File: src/rtl/vga_img_pkg.sv
// vga_img_pkg: shared constants and types for the VGA image fetch path
package vga_img_pkg;
  localparam int H_ACTIVE = 640;
  localparam int V_ACTIVE = 480;
  localparam int IMG_W = 300;
  localparam int IMG_H = 300;
  localparam int PIX_PER_WORD = 4;
  localparam int LANE_W = $clog2(PIX_PER_WORD);
  localparam int IDX_W = 17;
  typedef struct packed {
    logic [7:0] r, g, b;
  } rgb_t;
  typedef struct packed {
    logic [LANE_W-1:0] lane;
    logic win, von, hs, vs;
  } s1_t;
  localparam s1_t S1_RST = '{lane: '0, win: 1'b0, von: 1'b0, hs: 1'b1, vs: 1'b1};
endpackage

File: src/rtl/image_window_ctr.sv
// image_window_ctr: image window decode and row-major pixel index counter
module image_window_ctr import vga_img_pkg::*; #(
  parameter int IMG_W = vga_img_pkg::IMG_W,
  parameter int IMG_H = vga_img_pkg::IMG_H,
  parameter int X0 = (H_ACTIVE - vga_img_pkg::IMG_W) / 2,
  parameter int Y0 = (V_ACTIVE - vga_img_pkg::IMG_H) / 2
) (
  input  logic             clk,
  input  logic             rst,
  input  logic             pix_en,
  input  logic [9:0]       hcount,
  input  logic [9:0]       vcount,
  input  logic             video_on,
  output logic [IDX_W-1:0] cur,
  output logic             win
);
  localparam logic [IDX_W-1:0] IDX_MAX = IDX_W'(IMG_W * IMG_H - 1);
  logic [IDX_W-1:0] idx_q, idx_d;
  logic frame_start;
  // window test, frame restart and saturating index advance
  always_comb begin
    win = video_on && hcount >= 10'(X0) && hcount < 10'(X0 + IMG_W) &&
          vcount >= 10'(Y0) && vcount < 10'(Y0 + IMG_H);
    frame_start = pix_en && hcount == 10'd0 && vcount == 10'd0;
    cur = frame_start ? '0 : idx_q;
    idx_d = !pix_en ? idx_q : (win && cur != IDX_MAX) ? cur + 1'b1 : cur;
  end
  // index register
  always_ff @(posedge clk)
    if (rst) idx_q <= '0;
    else idx_q <= idx_d;
endmodule

File: src/rtl/vga_image_fetch.sv
// vga_image_fetch: two-stage image RAM read and byte-lane select for VGA output
module vga_image_fetch import vga_img_pkg::*; #(
  parameter int          IMG_W = vga_img_pkg::IMG_W,
  parameter int          IMG_H = vga_img_pkg::IMG_H,
  parameter int          X0 = 170,
  parameter int          Y0 = 90,
  parameter int          ADDR_W = 18,
  parameter logic [23:0] BORDER_RGB = 24'h000000
) (
  input  logic              clk,
  input  logic              rst,
  input  logic              pix_en,
  input  logic [9:0]        hcount,
  input  logic [9:0]        vcount,
  input  logic              video_on,
  input  logic              hsync_in,
  input  logic              vsync_in,
  output logic [ADDR_W-1:0] ram_addr,
  input  logic [31:0]       ram_data,
  output logic [7:0]        red,
  output logic [7:0]        green,
  output logic [7:0]        blue,
  output logic              blank_n,
  output logic              hsync,
  output logic              vsync
);
  logic [IDX_W-1:0] cur;
  logic win;
  logic [ADDR_W-1:0] ram_addr_q, ram_addr_d;
  s1_t s1_q, s1_d;
  rgb_t rgb_q, rgb_d;
  logic [2:0] ctl_q, ctl_d;
  logic [7:0] gray;
  image_window_ctr #(.IMG_W(IMG_W), .IMG_H(IMG_H), .X0(X0), .Y0(Y0)) u_ctr (
    .clk(clk),
    .rst(rst),
    .pix_en(pix_en),
    .hcount(hcount),
    .vcount(vcount),
    .video_on(video_on),
    .cur(cur),
    .win(win)
  );
  // stage 1 issues the word address and tags; stage 2 picks the lane once the word has arrived
  always_comb begin
    gray = ram_data[{s1_q.lane, 3'b000} +: 8];
    ram_addr_d = (pix_en && win) ? ADDR_W'(cur[IDX_W-1:LANE_W]) : ram_addr_q;
    s1_d = pix_en ? s1_t'{lane: cur[LANE_W-1:0], win: win, von: video_on, hs: hsync_in, vs: vsync_in} : s1_q;
    rgb_d = !pix_en ? rgb_q : s1_q.win ? rgb_t'{gray, gray, gray} : s1_q.von ? rgb_t'(BORDER_RGB) : '0;
    ctl_d = pix_en ? {s1_q.von, s1_q.hs, s1_q.vs} : ctl_q;
  end
  // pipeline registers; syncs idle high
  always_ff @(posedge clk)
    if (rst) begin
      ram_addr_q <= '0;
      s1_q <= S1_RST;
      rgb_q <= '0;
      ctl_q <= 3'b011;
    end else begin
      ram_addr_q <= ram_addr_d;
      s1_q <= s1_d;
      rgb_q <= rgb_d;
      ctl_q <= ctl_d;
    end
  assign ram_addr = ram_addr_q;
  assign {red, green, blue} = rgb_q;
  assign {blank_n, hsync, vsync} = ctl_q;
endmodule
File: config.mk
export PLATFORM = sky130hd
export DESIGN_NAME = vga_image_fetch
export DESIGN_NICKNAME = d
export VERILOG_FILES = /design/src/rtl/vga_img_pkg.sv /design/src/rtl/image_window_ctr.sv /design/src/rtl/vga_image_fetch.sv
export SDC_FILE = /design/constraint.sdc
export NUM_CORES = 1
export LEC_CHECK = 0
export ABC_AREA = 0
export CAP_MARGIN = 20
export CORE_MARGIN = 2
export CORE_UTILIZATION = 47
export CTS_CLUSTER_SIZE = 20
export DETAILED_ROUTE_END_ITERATION = 6
export MAX_ROUTING_LAYER = met4
export PLACE_DENSITY_LB_ADDON = 0.25
export SLEW_MARGIN = 20
export SYNTH_ARGS = -nofsm -noshare
export SYNTH_HDL_FRONTEND = slang
export SYNTH_SLANG_ARGS = --single-unit
File: constraint.sdc
create_clock -name clk -period 5 [get_ports clk]
set_input_delay 0.5 -clock clk [delete_from_list [all_inputs] [get_ports clk]]
set_output_delay 0.5 -clock clk [all_outputs]
set_load 0.05 [all_outputs]
* Yosys cells after proc, flatten, opt, wreduce, memory -nomap -nowiden
Cells that the tools add are included.
** Cells by class
- Add/sub/neg operators :: 1
- Order comparisons :: 4
- Equal/unequal tests :: 1
- Shifts and indexed selects :: 1
- Multiplexer cells :: 3
- Reduce and logical (&&, ||, !) cells :: 10
** Operator list (count)
- 17-bit 2-to-1 mux :: 2
- 32-bit by 6-bit indexed part select with 8-bit output :: 1
- 24-bit 2-to-1 mux :: 1
- 10-bit zero test :: 2
- 10-bit by 9-bit < comparator with 1-bit output (second input constant) :: 2
- 17-bit by 1-bit adder with 17-bit output (second input constant) :: 1
- 17-bit inequality test (second input constant) :: 1
- 10-bit by 7-bit >= comparator with 1-bit output (second input constant) :: 1
- 10-bit by 8-bit >= comparator with 1-bit output (second input constant) :: 1
- 1-bit logical AND :: 8
** Storage, ports and cells
- Flip-flop bits (word level) :: 65
- Output and inout port bits :: 45
- Word-level logic and storage cells :: 31

* Depth between registers and ports, before layout
- Depth in word-level cells :: 7
- Mapped depth :: 13
- Mapped depth without buffers :: 12

* Cells and area by module
From an unflattened synthesis, not the netlist that was laid out.
** Unflattened totals
- Cell total of the unflattened synthesis :: 317
- Area, all modules :: 2839.0 um2
** By module, submodules not included
- vga_image_fetch :: instances 1, cells each 155, area each 1602.8 um2, sequential area each 640.6 um2
- image_window_ctr :: instances 1, cells each 162, area each 1236.2 um2, sequential area each 340.3 um2

* Worst setup path after synthesis
No wires, ideal clock.
- Path type :: in2reg
- From :: input port vcount[1]
- To :: register u_ctr.idx_q[3]
- Arrival time :: 3050 ps
- Path slack :: 1880 ps
- Stages :: 13
- Path buffers :: 1
- Cell sequence :: or4_1 > or3_1 > or3_1 > clkbuf_1 > nand2_1 > inv_1 > ha_1 > nand4_1 > nor4_1 > o311ai_2 > nand2_1 > or3_1 > a21oi_1
** Between the ends
- Longest elaborated chain between the ends :: 6
** Ends and longest elaborated chain
- start: declaration :: RTL line vga_image_fetch.sv:14 : input logic [9:0] vcount,
- 10-bit zero test * :: RTL line image_window_ctr.sv:24 : frame_start = pix_en && hcount == 10'd0 && vcount == 10'd0;
- 1-bit logical AND * :: RTL line image_window_ctr.sv:24
- 17-bit 2-to-1 mux * :: RTL line image_window_ctr.sv:25 : cur = frame_start ? '0 : idx_q;
- net cur[0] :: RTL line vga_image_fetch.sv:27 : logic [IDX_W-1:0] cur;
- parallel branches: the longest is 2 deep, another holds 17-bit by 1-bit adder with 17-bit output
- 17-bit 2-to-1 mux * :: RTL line image_window_ctr.sv:26 : idx_d = !pix_en ? idx_q : (win && cur != IDX_MAX) ? cur + 1'b1 : cur;
- end signal: assignment :: RTL line image_window_ctr.sv:31 : else idx_q <= idx_d;
- end: declaration :: RTL line image_window_ctr.sv:18 : logic [IDX_W-1:0] idx_q, idx_d;
Mark *: on every way through the listed nets, which the timed path passes.
A chain may end at the register's enable or synchronous reset.

* Worst setup path after layout
- From :: input port vcount[1]
- To :: register u_ctr.idx_q[4]
The elaborated chain is that of the path after synthesis.

==> impl_results.md <==
* Outcome: complete, no violations
* Min setup slack post-route at 1.33 ns
* First-pass GRT wire length at 11.1 mm
* Hold WS at 0.455 ns
* Crit Path Class: in -> reg
* CP required at 5.24 ns
* Cell taking the most area after synthesis: dfxtp_1
* Num CTS Buffers at 5
* Clock power frac at 36.4%
* Main synth FF type: dfxtp_1
* Crit end category: flop
* Share of the synthesized area in the top cell type at 37.7%
* Global route overflow at 0
* Post-synthesis cell type count at 47
* Top post-synthesis cells by area: dfxtp_1 38%, mux4_2 6.9%, a21oi_1 5.6%
* Power per cell area at 216 nW/um^2
* Crit-path max cell delay at 0.63 ns
* #FFs+latches synth at 49
* GR Util met2 at 39.3%
* Arr. time, crit path at 3.90 ns
* Total Die Area at 6140 um^2
* Hold violation total from the final report at 0
* Startpoint Class: input port
* Routed WL at 6.38 mm
* Final Max Slew Viols at 0
* Max-cap check violation count at 0
* Flop2flop setup slack at 2.78 ns
* Setup crit start: vcount[1]
* Final setup violation count at 0
* IO buf count at 99
* Finished Cell Area at 3620 um^2
* Initial antenna violation count at 0
* Met3 GRT Util at 4.02%
* Number of synthesized flops with an enable pin at 0
* Synth Cell Area at 2600 um^2
* Dpl ws at 1.05 ns
* Worst-path clk slew at 0.09 ns
* Cells after synthesis at 302
* Launching point of the worst reg2reg path: u_ctr.idx_q[4]
* Sw power at 0.181 mW
* Flop pwr share at 50.7%
* Worst path slowest cell: or3_1
* Final min period at 3.67 ns
* Internal power at 0.600 mW
* Vias at 2489
* End of the critical path: u_ctr.idx_q[4]
* Crit-path cells: clkdlybuf4s50_1 > or4_1 > or3_1 > or3_1 > and2_1 > ha_1 > nand4_1 > nor4_1 > o311ai_2 > nand2_1 > or3_1 > a21oi_1
* Row count at 27
* CTS tree: built
* Worst-case clock buffer depth at 2
* Post-DP HPWL at 4.85 mm
* Post-CTS setup buffer count at 0
* Worst clock skew at 0.0107 ns
* Clock sink total at 49
* Antenna viol nets, final at 0
* Area grow syn2layout at 39.2%
* H-tree depth at 2
* Post-route setup TNS at 0 ns
* Diode count at 0
* Slew margin rel. at 43.6%
* IO Pins at 103
* Die X at 78.4 um
* CTS resizes at 0
* Switching Share at 23.2%
* Vias in the first global route at 2364
* Worst hold path class: reg -> reg
* Initial Utilization at 47.8%
* CTS Hold Buffers Added at 0
* DRT Pass-1 Iters at 4
* WL/cell at 14.2 um
* Syn Area/Cell at 8.61 um^2
* Final-layout fill cell count at 464
* Total power at 0.781 mW
* Worst VDD drop at 0.000120 V
* Logic pwr share at 12.9%
* WHS Path Cells at 2
* Slew @ Worst Pin at 0.846 ns
* CTS Root Cell: clkbuf_8
* Placed cell area at 3500 um^2
* Leakage at 1.18 nW
* Vias/cell at 5.54
* Reg2reg end: u_ctr.idx_q[2]
* Most common cell in the netlist: dfxtp_1
* Ys async rst share at 0%
* Clock latency on the worst-skew pair at 0.31 ns
* RSZ-0062 raised after global routing: no
* Sequential share of the synthesized area at 37.7%
* Share of layout cells above drive strength 1 at 9.02%
* Post-synth top cells: 49 x dfxtp_1, 38 x nand2_1, 29 x a21oi_1
* Drt drc at 0
* Die Span Y at 78.4 um
* YS warnings at 0
* FF-to-FF path depth at 6
* Critical Path Most Common Cell: or3_1
* DRT iter0 DRCs at 115
* CP max FO at 22
* Largest net degree at the start of global routing at 36
* Final #Nets at 435
* Period utilization at 73.3%
* GRT Total Usage at 22.8%
* Core Area at 5440 um^2
* Routability Congestion at 0.907
* GR Util met1 at 27.4%
* F_max at 273 MHz
* Busiest grt layer: met2
-- metal layers --
metal | wire [um] | share of wire, %
met2 | 3150 | 49
met3 | 353 | 5.5
met1 | 2750 | 43
met5 | 0 | 0
met4 | 127 | 2.0
-- power by group through the flow --
stage | logic, mW | clock network, mW | registers [mW]
6_report | 0.101 | 0.284 | 0.396
5_1_grt | 0.108 | 0.304 | 0.396
4_1_cts | 0.102 | 0.289 | 0.396
3_5_place_dp | 0.101 | 0 | 0.405
3_3_place_gp | 0.0995 | 0 | 0.405
2_1_floorplan | 0.0421 | 0 | 0.408
-- critical path, delay by kind of cell --
kind                     cells  cell delay [ns]
AO/OA/AOI/OAI                2             0.28
buffers and inverters        1             0.44
adder cells (fa/ha/maj)      1             0.21
AND/OR/NAND/NOR              8             2.47
-- final cells by class --
class                           instances  area [um^2]  area share [%]
Tap cell                               72         90.1            2.49
Timing Repair Buffer                  103         1020            28.2
Multi-Input combinational cell        211         1390            38.4
Sequential cell                        49          981            27.1
Clock buffer                            5         68.8            1.90
Inverter                                6         22.5           0.622
Clock inverter                          3         46.3            1.28
-- state kept, by name, summed over array words and instances (netlist names) --
signal,cells
red,8
s1_q,6
ram_addr,15
ctl_q,3
u_ctr.idx_q,17
-- worst min-delay path by stage --
stage	slack [ns]	endpoint	from
floorplan	0.44	s1_q[3]	s1_q[3]
global placement	0.44	ram_addr[13]	ram_addr[13]
detailed placement	0.44	ram_addr[2]	ram_addr[2]
CTS	0.46	ram_addr[2]	ram_addr[2]
global route	0.48	ram_addr[10]	ram_addr[10]
finish	0.46	ram_addr[2]	ram_addr[2]
-- stage by stage --
step | utilization [%] | std cells
CTS | 66.5 | 449
finish | 66.5 | 449
global placement | 64.4 | 441
global route | 66.5 | 449
floorplan | - | 304
detailed placement | 64.4 | 441
-- layout by cell type (no fill, tap or decap), drive strengths merged, types with 2 or more instances in the layout --
cell	synthesis	layout
a21o	2	2
a21oi	30	30
a22oi	8	8
a31o	3	3
and2	6	6
and3	2	2
buf	25	4
clkbuf	13	5
clkdlybuf4s50	0	99
conb	1	3
dfxtp	49	49
inv	6	6
mux2i	8	8
mux4	8	8
nand2	38	38
nand3	23	23
nand4	6	6
nor2	22	22
nor3	4	4
nor4	5	5
nor4b	2	2
o2111ai	2	2
o21ai	5	5
o311ai	2	2
o31ai	2	2
or2	2	2
or3	8	8
or4	4	4
xnor2	4	4
-- cells by family (layout without fill, tap and decap cells) --
| logic type | Yosys count | after routing | synth area share [%] |
|---|---|---|---|
| AO/OA/AOI/OAI | 59 | 59 | 15.6 |
| XOR/XNOR | 5 | 5 | 1.69 |
| adder cells (fa/ha/maj) | 1 | 1 | 0.481 |
| buffers and inverters | 44 | 117 | 9.29 |
| flip-flops | 49 | 49 | 37.7 |
| multiplexers | 16 | 16 | 10.0 |
| other | 1 | 3 | 0.144 |
| AND/OR/NAND/NOR | 127 | 127 | 25.1 |
Note: power is estimated with default switching activity, not from simulation.
